[config.mk]
export PLATFORM = sky130hd
export DESIGN_NAME = operand2_sel_stage
export DESIGN_NICKNAME = d
export VERILOG_FILES = /design/src/rtl/operand2_sel_stage.sv
export SDC_FILE = /design/constraint.sdc
export NUM_CORES = 1
export LEC_CHECK = 0
export BUFFER_PORTS_ARGS = -buffer_cell sky130_fd_sc_hd__buf_2
export CORE_ASPECT_RATIO = 1.5
export CORE_MARGIN = 3
export CORE_UTILIZATION = 35
export CTS_CLUSTER_DIAMETER = 40
export DETAILED_ROUTE_END_ITERATION = 12
export PLACE_DENSITY_LB_ADDON = 0.1
export SLEW_MARGIN = 20
export SYNTH_ARGS = -nofsm -noshare
export SYNTH_HDL_FRONTEND = slang
export SYNTH_SLANG_ARGS = --single-unit
[constraint.sdc]
create_clock -name clk -period 1.9 [get_ports clk]
set_input_delay 0.38 -clock clk [delete_from_list [all_inputs] [get_ports clk]]
set_output_delay 0.38 -clock clk [all_outputs]
set_load 0.02 [all_outputs]
[src/rtl/operand2_sel_stage.sv]
// EX-stage operand-2 selector with MEM/WB forwarding and a registered valid/ready output.
// Optional macro OP2_FWD_COUNT_EN builds a saturating count of forwarded beats on fwd_count.
module operand2_sel_stage #(
  parameter int unsigned DATA_W  = 16,
  parameter int unsigned REG_AW  = 3,
  parameter int unsigned CONST_A = 1,
  parameter int unsigned CONST_B = 3
) (
  input  logic              clk,
  input  logic              rst,
  input  logic              flush,
  input  logic              in_valid,
  output logic              in_ready,
  input  logic [2:0]        op2_sel,
  input  logic [REG_AW-1:0] rs2_addr,
  input  logic [DATA_W-1:0] rout2,
  input  logic [DATA_W-1:0] imm,
  input  logic              fwd_mem_en,
  input  logic [REG_AW-1:0] fwd_mem_addr,
  input  logic [DATA_W-1:0] fwd_mem_data,
  input  logic              fwd_wb_en,
  input  logic [REG_AW-1:0] fwd_wb_addr,
  input  logic [DATA_W-1:0] fwd_wb_data,
  output logic              out_valid,
  input  logic              out_ready,
  output logic [DATA_W-1:0] op2,
  output logic [1:0]        fwd_hit,
  output logic              sel_err,
  output logic [15:0]       fwd_count
);

  localparam logic [DATA_W-1:0] CONST_A_W = DATA_W'(CONST_A);
  localparam logic [DATA_W-1:0] CONST_B_W = DATA_W'(CONST_B);

  localparam logic [1:0] HIT_NONE = 2'b00;
  localparam logic [1:0] HIT_MEM  = 2'b01;
  localparam logic [1:0] HIT_WB   = 2'b10;

  logic              accept;
  logic              mem_match;
  logic              wb_match;
  logic [DATA_W-1:0] next_op2;
  logic [1:0]        next_hit;
  logic              next_illegal;

  assign in_ready = !out_valid || out_ready;
  assign accept   = in_valid && in_ready;

  // Register 0 is hardwired, so a write to it must never be forwarded.
  assign mem_match = fwd_mem_en && (fwd_mem_addr == rs2_addr) && (rs2_addr != '0);
  assign wb_match  = fwd_wb_en  && (fwd_wb_addr  == rs2_addr) && (rs2_addr != '0);

  always_comb begin
    next_op2     = '0;
    next_hit     = HIT_NONE;
    next_illegal = 1'b0;
    case (op2_sel)
      3'b000: next_op2 = '0;
      3'b001: begin
        if (mem_match) begin
          next_op2 = fwd_mem_data;
          next_hit = HIT_MEM;
        end else if (wb_match) begin
          next_op2 = fwd_wb_data;
          next_hit = HIT_WB;
        end else begin
          next_op2 = rout2;
        end
      end
      3'b010:  next_op2 = CONST_A_W;
      3'b011:  next_op2 = CONST_B_W;
      3'b100:  next_op2 = imm;
      default: next_illegal = 1'b1;
    endcase
  end

  always_ff @(posedge clk) begin
    if (rst) begin
      out_valid <= 1'b0;
      op2       <= '0;
      fwd_hit   <= HIT_NONE;
      sel_err   <= 1'b0;
    end else begin
      if (accept) begin
        op2     <= next_op2;
        fwd_hit <= next_hit;
        if (next_illegal) begin
          sel_err <= 1'b1;
        end
      end
      // Flush wins: a beat accepted in the same cycle is dropped on the floor.
      if (flush) begin
        out_valid <= 1'b0;
      end else if (accept) begin
        out_valid <= 1'b1;
      end else if (out_ready) begin
        out_valid <= 1'b0;
      end
    end
  end

`ifdef OP2_FWD_COUNT_EN
  logic [15:0] fwd_count_q;

  always_ff @(posedge clk) begin
    if (rst) begin
      fwd_count_q <= '0;
    end else if (accept && !flush && (next_hit != HIT_NONE) && (fwd_count_q != 16'hFFFF)) begin
      fwd_count_q <= fwd_count_q + 16'd1;
    end
  end

  assign fwd_count = fwd_count_q;
`else
  assign fwd_count = '0;
`endif

endmodule

==> results of run 1 <==
## worst max-delay path by stage
stage                     endpoint           start  depth (start not counted)  slack, ns
final                      op2[12]     rs2_addr[2]                          7       0.09
after global routing       op2[12]     rs2_addr[2]                          7     0.0008
after CTS                   op2[8]  fwd_wb_addr[1]                          7       0.07
after detailed placement    op2[8]  fwd_wb_addr[1]                          7      -0.19
after global placement      op2[3]  fwd_wb_addr[1]                          7      -0.16
after floorplan            op2[10]  fwd_wb_addr[1]                          6      -0.05
## power by group
| part | leakage, nW | switching, mW | internal [mW] |
|---|---|---|---|
| Combinational | 0.827 | 0.178 | 0.157 |
| Clock | 0.0288 | 0.148 | 0.185 |
| Sequential | 0.162 | 0.00680 | 0.433 |
## layer usage
layer  vias to the layer above  routed length, µm
met1                       776               1880
met3                         2                459
met4                         0                 27
met5                         -                  0
li1                        851                  -
met2                        68               2490
## critical path: stages
cell       delay, ns
buf_2           0.10
or3b_4          0.39
a2111oi_4       0.43
buf_4           0.23
and2_4          0.14
a2111oi_2       0.04
o32ai_1         0.27
## area by class of cell
| cell class | instances | area, µm² |
|---|---|---|
| inverter | 1 | 3.75 |
| timing repair buffer | 119 | 671 |
| multi-input combinational | 139 | 997 |
| sequential | 20 | 400 |
| tap | 43 | 53.8 |
| fill | 382 | 1640 |
| clock buffer | 4 | 55.1 |
## flip-flops by register name, summed over array words and instances, names as in the netlist
signal and cells:
out_valid 1, fwd_hit 2, op2 16, sel_err 1
## through the flow
stage               power (mW)  std cells
floorplan                0.653        189
global placement         0.782        320
detailed placement       0.781        320
CTS                       1.11        324
global route              1.17        326
finish                    1.11        326
## cell usage in the layout (no fill, tap or decap), drive strengths merged, types with 5 or more instances in the layout
| master | synthesis | layout |
|---|---|---|
| a211oi | 14 | 14 |
| conb | 1 | 16 |
| and2 | 6 | 6 |
| nor2 | 23 | 23 |
| buf | 19 | 119 |
| nand2 | 5 | 5 |
| o32ai | 15 | 15 |
| o21a | 13 | 13 |
| a22oi | 14 | 14 |
| dfxtp | 20 | 20 |
## kinds of logic (layout without fill, tap and decap cells)
logic type	after synthesis	count (layout)	share of synthesized area (%)
xor+xnor	4	4	2.43
simple gates	48	48	17.5
other cells	1	16	0.260
buf+inv	30	124	12.7
flops	20	20	27.8
compound gates	71	71	39.3
## what timing repair did
item,CTS,global route
endpoints found under the setup margin,0,5
resized for setup,0,3
buffers inserted,0,2
==> flow_metrics.tcl, run 1 <==
set metrics [dict create \
    detail-route-antenna-nets 0 \
    r2r_end "op2[8]" \
    grt_pass1_vias 1646 \
    ys_seq_area_share_pct 27.8 \
    hpwl_um 3790 \
    met3_usage_pct 3.85 \
    die_w_um 58.4 \
    fin_hold_ws_ns 0.269 \
    route.detailed.drc 0 \
    io_pins 120 \
    netlist.area_leader.share_pct 27.8 \
    p_leak_nw 1.02 \
    synthTopCellsByArea "dfxtp_1 28%, o32ai_1 9.1%, buf_4 8.3%, a211oi_1 7.3%, a22oi_1 7.3%" \
    area_delta_synth_final_pct 51.3 \
    setup_ws_ns 0.0934 \
    synth-edff-count 0 \
    ys.flop_type "dfxtp_1" \
    hold_depth 2 \
    syn_area_mm2 0.00144 \
    grt_max_degree 23 \
    clkSinkCount 20 \
    drv_cap 0 \
    post-route-util_pct 57.1 \
    min_to "out_valid" \
    ys_types 37 \
    setup_viol 0 \
    synth_area_per_cell_um2 8.28 \
    clk_pin_slew_ns 0.08 \
    rsz0062_at_grt "false" \
    worstPathMaxFanout 7 \
    grt_pass1_wl_um 7720 \
    finClkSkew_ns 0.00154 \
    fin_tns_setup_ns 0 \
    worstSetupStartpointType "input pin" \
    via_count 1697 \
    max_freq_mhz 554 \
    netlist_top_cells_count "22 x nor2_1, 20 x dfxtp_1, 16 x buf_4" \
    cp.required_ns 2.07 \
    finalMaxSlewViolations 0 \
    grt_use_met2_pct 33.5 \
    root_buffer "clkbuf_8" \
    fin_crit_sh_pct 95.1 \
    clock_latency_ns 0.26 \
    routed_via_density 5.21 \
    critPathKind "input pin to flop" \
    place.gp.congestion 0.746 \
    fin_area_mm2 0.00218 \
    reg2reg_slack_ns 0.41 \
    syn_inst 174 \
    drt_pass1_iterations 4 \
    antenna_found_initial 0 \
    fp-row-count 27 \
    ys_warn_count 0 \
    die_y_um 84.6 \
    r2r_cells 4 \
    initial_utilization_pct 37.8 \
    n_antenna_cell 0 \
    arrival_ns 1.98 \
    peakVddDrop_mv 0.392 \
    tritoncts "done" \
    grt.total_usage_pct 19.7 \
    hold_viol 0 \
    outcome "finished, final reports clean" \
    routed_wl_um 4860 \
    yosysMostFrequentCell "nor2_1" \
    grt_most_used_layer "met2" \
    hp-class "input pin to flop" \
    synth_area_leader_cell "dfxtp_1" \
    period_minus_slack_ns 1.81 \
    layout-drive-gt1-share_pct 51.2 \
    min-delay-start "flush" \
    wl_per_cell_um 14.9 \
    ys_seq_elements 20 \
    cp-end-kind "flop" \
    p_per_area_mw_per_mm2 508 \
    grt_use_met1_pct 24.4 \
    cts_buffer_depth 2 \
    r2r_start "out_valid" \
    core_area_mm2 0.00382 \
    grt_overflow 0 \
    placed_area_mm2 0.00210 \
    ctsHoldBuffers 0 \
    io_buffers 103 \
    async_flop_share_pct 0 \
    place_ws_ns -0.185 \
    drt_iter0_drc 48 \
    die_area_mm2 0.00494 \
    cts_inserted_buffers 3 \
    finalNetCount 367 \
    htreeDepth 1 \
]
No activity file was read; power rests on OpenSTA's default activity.
==> run 2, diff against run 1 <==
Settings changed: PLACE_DENSITY set to 0.87, PLACE_DENSITY_LB_ADDON 0.1 to not set.
==> flow_metrics.tcl, run 2 (same netlist as run 1, synthesis figures left out) <==
set metrics [dict create \
    outcome "finished, final reports clean" \
    r2r_end "op2[6]" \
    finClkSkew_ns 0.00455 \
    crit_slowest_cell "or3b_4" \
    die_w_um 58.4 \
    grt.total_usage_pct 19.9 \
    place_ws_ns -0.233 \
    place.gp.congestion 0.856 \
    finalMaxSlewViolations 0 \
    routed_wl_um 5060 \
    worstPathMaxFanout 8 \
    hold_depth 2 \
    wl_per_cell_um 15.5 \
    setup_viol 0 \
    p_per_area_mw_per_mm2 553 \
    core_area_mm2 0.00382 \
    die_y_um 84.6 \
    fin_crit_sh_pct 95.7 \
    worst_path_most_repeated_cell "buf_2" \
    hold_viol 0 \
    cp_slowest_stage_delay_ns 0.40 \
    critPathKind "input pin to flop" \
    startpoint "fwd_wb_addr[1]" \
    r2r_cells 4 \
    placed_area_mm2 0.00209 \
    fillers 384 \
    drv_cap 0 \
    setup_ws_ns 0.0808 \
    fin_tns_setup_ns 0 \
    die_area_mm2 0.00494 \
    antenna_found_initial 0 \
    ctsHoldBuffers 0 \
    area_delta_synth_final_pct 51.8 \
    arrival_ns 2.00 \
    max_freq_mhz 550 \
    total_power_mw 1.21 \
    layout-drive-gt1-share_pct 51.4 \
    worstSetupStartpointType "input pin" \
    grt_pass1_vias 1747 \
    r2r_start "out_valid" \
    clkSinkCount 20 \
    cp-end-kind "flop" \
    io_buffers 103 \
    reg_top3 "op2 x16, fwd_hit x2" \
    drt_iter0_drc 58 \
    peakVddDrop_mv 0.342 \
    top_register "op2" \
    path_cells "buf_2 -> or3b_4 -> a2111oi_4 -> buf_4 -> buf_2 -> and2_1 -> a2111oi_2 -> o32ai_1" \
    drt_pass1_iterations 4 \
    rsz0062_at_grt "false" \
    min_to "out_valid" \
    grt_max_degree 22 \
    route.detailed.drc 0 \
    root_buffer "clkbuf_8" \
    fp-row-count 27 \
    grt_overflow 0 \
    routed_via_density 5.39 \
    io_pins 120 \
    tritoncts "done" \
    fin_hold_ws_ns 0.265 \
    clk_pin_slew_ns 0.08 \
    htreeDepth 1 \
    cts_inserted_buffers 3 \
    n_antenna_cell 0 \
    via_count 1761 \
    period_minus_slack_ns 1.82 \
    clock_latency_ns 0.26 \
    grt_pass1_wl_um 7760 \
    detail-route-antenna-nets 0 \
    finalNetCount 368 \
    cts_buffer_depth 2 \
    min-delay-start "flush" \
    hpwl_um 3990 \
    fin_area_mm2 0.00219 \
    initial_utilization_pct 37.8 \
    hp-class "input pin to flop" \
    reg2reg_slack_ns 0.41 \
    final_common_cell "buf_2" \
    largest_reg_flops 16 \
    cp.required_ns 2.08 \
    mostFrequentLayoutCells "104 x buf_2, 21 x nor2_1, 20 x dfxtp_1" \
    p_leak_nw 1.03 \
]
run 2: worst max path at each step:
stage	endpoint	slack (ns)
floorplan	op2[10]	-0.05
detailed placement	op2[12]	-0.23
CTS	op2[12]	0.05
global route	op2[4]	0.002
finish	op2[4]	0.08
global placement	op2[12]	-0.17
run 2: report_power, final:
group	total [mW]	switching [mW]	internal (mW)
combinational	0.333	0.178	0.154
clock	0.437	0.156	0.281
sequential	0.440	0.00676	0.433
total	1.21	0.341	0.869
run 2: worst max-delay path: cells and delay by family:
kind,cells,cell delay [ns]
buf+inv,3,0.51
compound gates,3,0.55
simple gates,2,0.56
run 2: stage by stage:
stage	util, %	instances
global placement	54.8	321
floorplan	-	189
finish	57.3	327
global route	57.3	327
detailed placement	54.8	321
CTS	56.7	325
run 2: what timing repair did:
item                                    CTS  global route
endpoints found under the setup margin    0             8
buffers inserted                          0             1
resized for setup                         0             2
run 2: final cells by class:
class / count / area [µm²] / share of cell area, %
timing repair buffer: 120 / 657 / 30.0
clock inverter: 1 / 30.0 / 1.37
clock buffer: 3 / 41.3 / 1.89
tap: 43 / 53.8 / 2.46
multi-input combinational: 139 / 1000 / 45.8
inverter: 1 / 3.75 / 0.172
sequential: 20 / 400 / 18.3
run 2: per-layer routing:
metal	part of all wire, %	global-route usage, %	vias to the layer above
met2	52	36.3	91
li1	-	-	852
met5	0	0	-
met4	2.2	8.65	0
met1	36	21.8	810
met3	9.0	2.92	8
==> run 3, diff against run 2 <==
==> constraint.sdc (replaced) <==
create_clock -name clk -period 1.9 [get_ports clk]
set_input_delay 0.095 -clock clk [delete_from_list [all_inputs] [get_ports clk]]
set_output_delay 0.095 -clock clk [all_outputs]
set_load 0.02 [all_outputs]
==> flow_metrics.tcl, run 3 (same netlist as run 1, synthesis figures left out) <==
set metrics [dict create \
    outcome "finished, final reports clean" \
    io_pins 120 \
    layout-drive-gt1-share_pct 45.4 \
    antenna_found_initial 0 \
    core_area_mm2 0.00382 \
    fin_tns_setup_ns 0 \
    hold_viol 0 \
    n_antenna_cell 0 \
    place_ws_ns -0.123 \
    cp.required_ns 2.08 \
    cp-end-kind "flop" \
    worst_slew_pin_slew_ns 0.592 \
    setup_viol 0 \
    grt_overflow 0 \
    io_buffers 103 \
    route.detailed.drc 0 \
    finalMaxSlewViolations 0 \
    root_buffer "clkbuf_8" \
    top_register "op2" \
    seq_area_um2 400 \
    drt_pass1_iterations 4 \
    grt_pass1_wl_um 7830 \
    hp-class "input pin to flop" \
    area_delta_synth_final_pct 44.5 \
    htreeDepth 1 \
    relSlewSlack_pct 60.4 \
    die_area_mm2 0.00494 \
    routed_wl_um 5110 \
    setup_ws_ns 0.178 \
    fp-row-count 27 \
    cts_inserted_buffers 3 \
    max_freq_mhz 581 \
    grt.total_usage_pct 19.9 \
    critPathKind "input pin to flop" \
    arrival_ns 1.90 \
    initial_utilization_pct 37.8 \
    postCtsSetupBuffers 0 \
    finalNonFillerCells 325 \
    clock_latency_ns 0.26 \
    fin_crit_sh_pct 90.6 \
    p_seq_share_pct 37.1 \
    peakVddDrop_mv 0.492 \
    finalNetCount 366 \
    finClkSkew_ns 0.0105 \
    p_per_area_mw_per_mm2 570 \
    dp_cells 320 \
    clkSinkCount 20 \
    rsz0062_at_grt "false" \
    p_leak_nw 0.986 \
    multi_input_area_um2 923 \
    reg_top3 "op2 x16, fwd_hit x2" \
    drv_cap 0 \
    die_y_um 84.6 \
    largest_reg_flops 16 \
    p_sw_uw 333 \
    hpwl_um 4030 \
    wl_per_cell_um 15.7 \
    clk_pin_slew_ns 0.09 \
    clkPwrFrac_pct 36.8 \
    drt_iter0_drc 64 \
    detail-route-antenna-nets 0 \
    via_count 1770 \
    grt_max_degree 23 \
    total_power_mw 1.19 \
    place.gp.congestion 0.831 \
    p_sw_share_pct 28.0 \
    internal-power_uw 854 \
    mostFrequentLayoutCells "103 x buf_2, 22 x nor2_1, 20 x dfxtp_1" \
    final_common_cell "buf_2" \
    worstPathMaxFanout 16 \
    worstSetupStartpointType "input pin" \
    period_minus_slack_ns 1.72 \
    fin_hold_ws_ns 0.0738 \
    routed_via_density 5.45 \
    cts_buffer_depth 2 \
    die_w_um 58.4 \
    pwr-share-comb_pct 26.1 \
    tritoncts "done" \
    grt_pass1_vias 1749 \
    fillers 371 \
]
run 3: cell count changes in the layout (fill, tap and decap cells not counted), sizes merged:
cell | before | now
dlygate4sd3 | 0 | 1
buf | 120 | 117
run 3: layout make-up:
type,instances,area share (%)
Clock inverter,1,1.44
Sequential cell,20,19.2
Tap cell,43,2.58
Clock buffer,3,1.98
Inverter,1,0.180
Timing Repair Buffer,118,30.3
Multi-Input combinational cell,139,44.3
run 3: worst max-delay path, stage by stage:
cell       delay, ns
buf_2           0.10
or3b_4          0.40
a2111oi_4       0.44
buf_4           0.28
and2_1          0.14
a2111oi_0       0.05
buf_4           0.17
o32ai_1         0.22
run 3: power groups by stage:
stage / Combinational (mW) / Clock, mW / Sequential [mW]
5_1_grt: 0.337 / 0.469 / 0.443
6_report: 0.309 / 0.437 / 0.441
3_3_place_gp: 0.304 / 0 / 0.450
2_1_floorplan: 0.163 / 0 / 0.468
4_1_cts: 0.310 / 0.447 / 0.441
3_5_place_dp: 0.308 / 0 / 0.450
run 3: repair_timing:
item / CTS / global route
resized for setup: 0 / 0
hold buffers: 1 / 0
endpoints found under the hold margin: 1 / 0
run 3: worst paths after layout:
check / from / end / slack [ns] / cells after the start
hold reg to reg: fwd_hit[1] / fwd_hit[1] / 0.46 / 2
hold / removal: in_valid / out_valid / 0.07 / 3
setup reg to reg: out_valid / op2[5] / 0.37 / 4
setup / recovery: fwd_wb_addr[1] / op2[4] / 0.18 / 8
run 3: metal layers:
layer  routed length, µm  vias to the layer above  global-route usage (%)
met5                   0                        -                       0
met4                 131                        0                    8.86
met3                 489                       12                    4.46
met2                2540                       88                    33.5
met1                1950                      816                    23.3
li1                    -                      854                       -
run 3: stage by stage:
step | instance area (µm²) | util, %
floorplan | 1500 | -
global placement | 2000 | 52.4
detailed placement | 2000 | 52.4
CTS | 2080 | 54.6
global route | 2080 | 54.6
finish | 2080 | 54.6
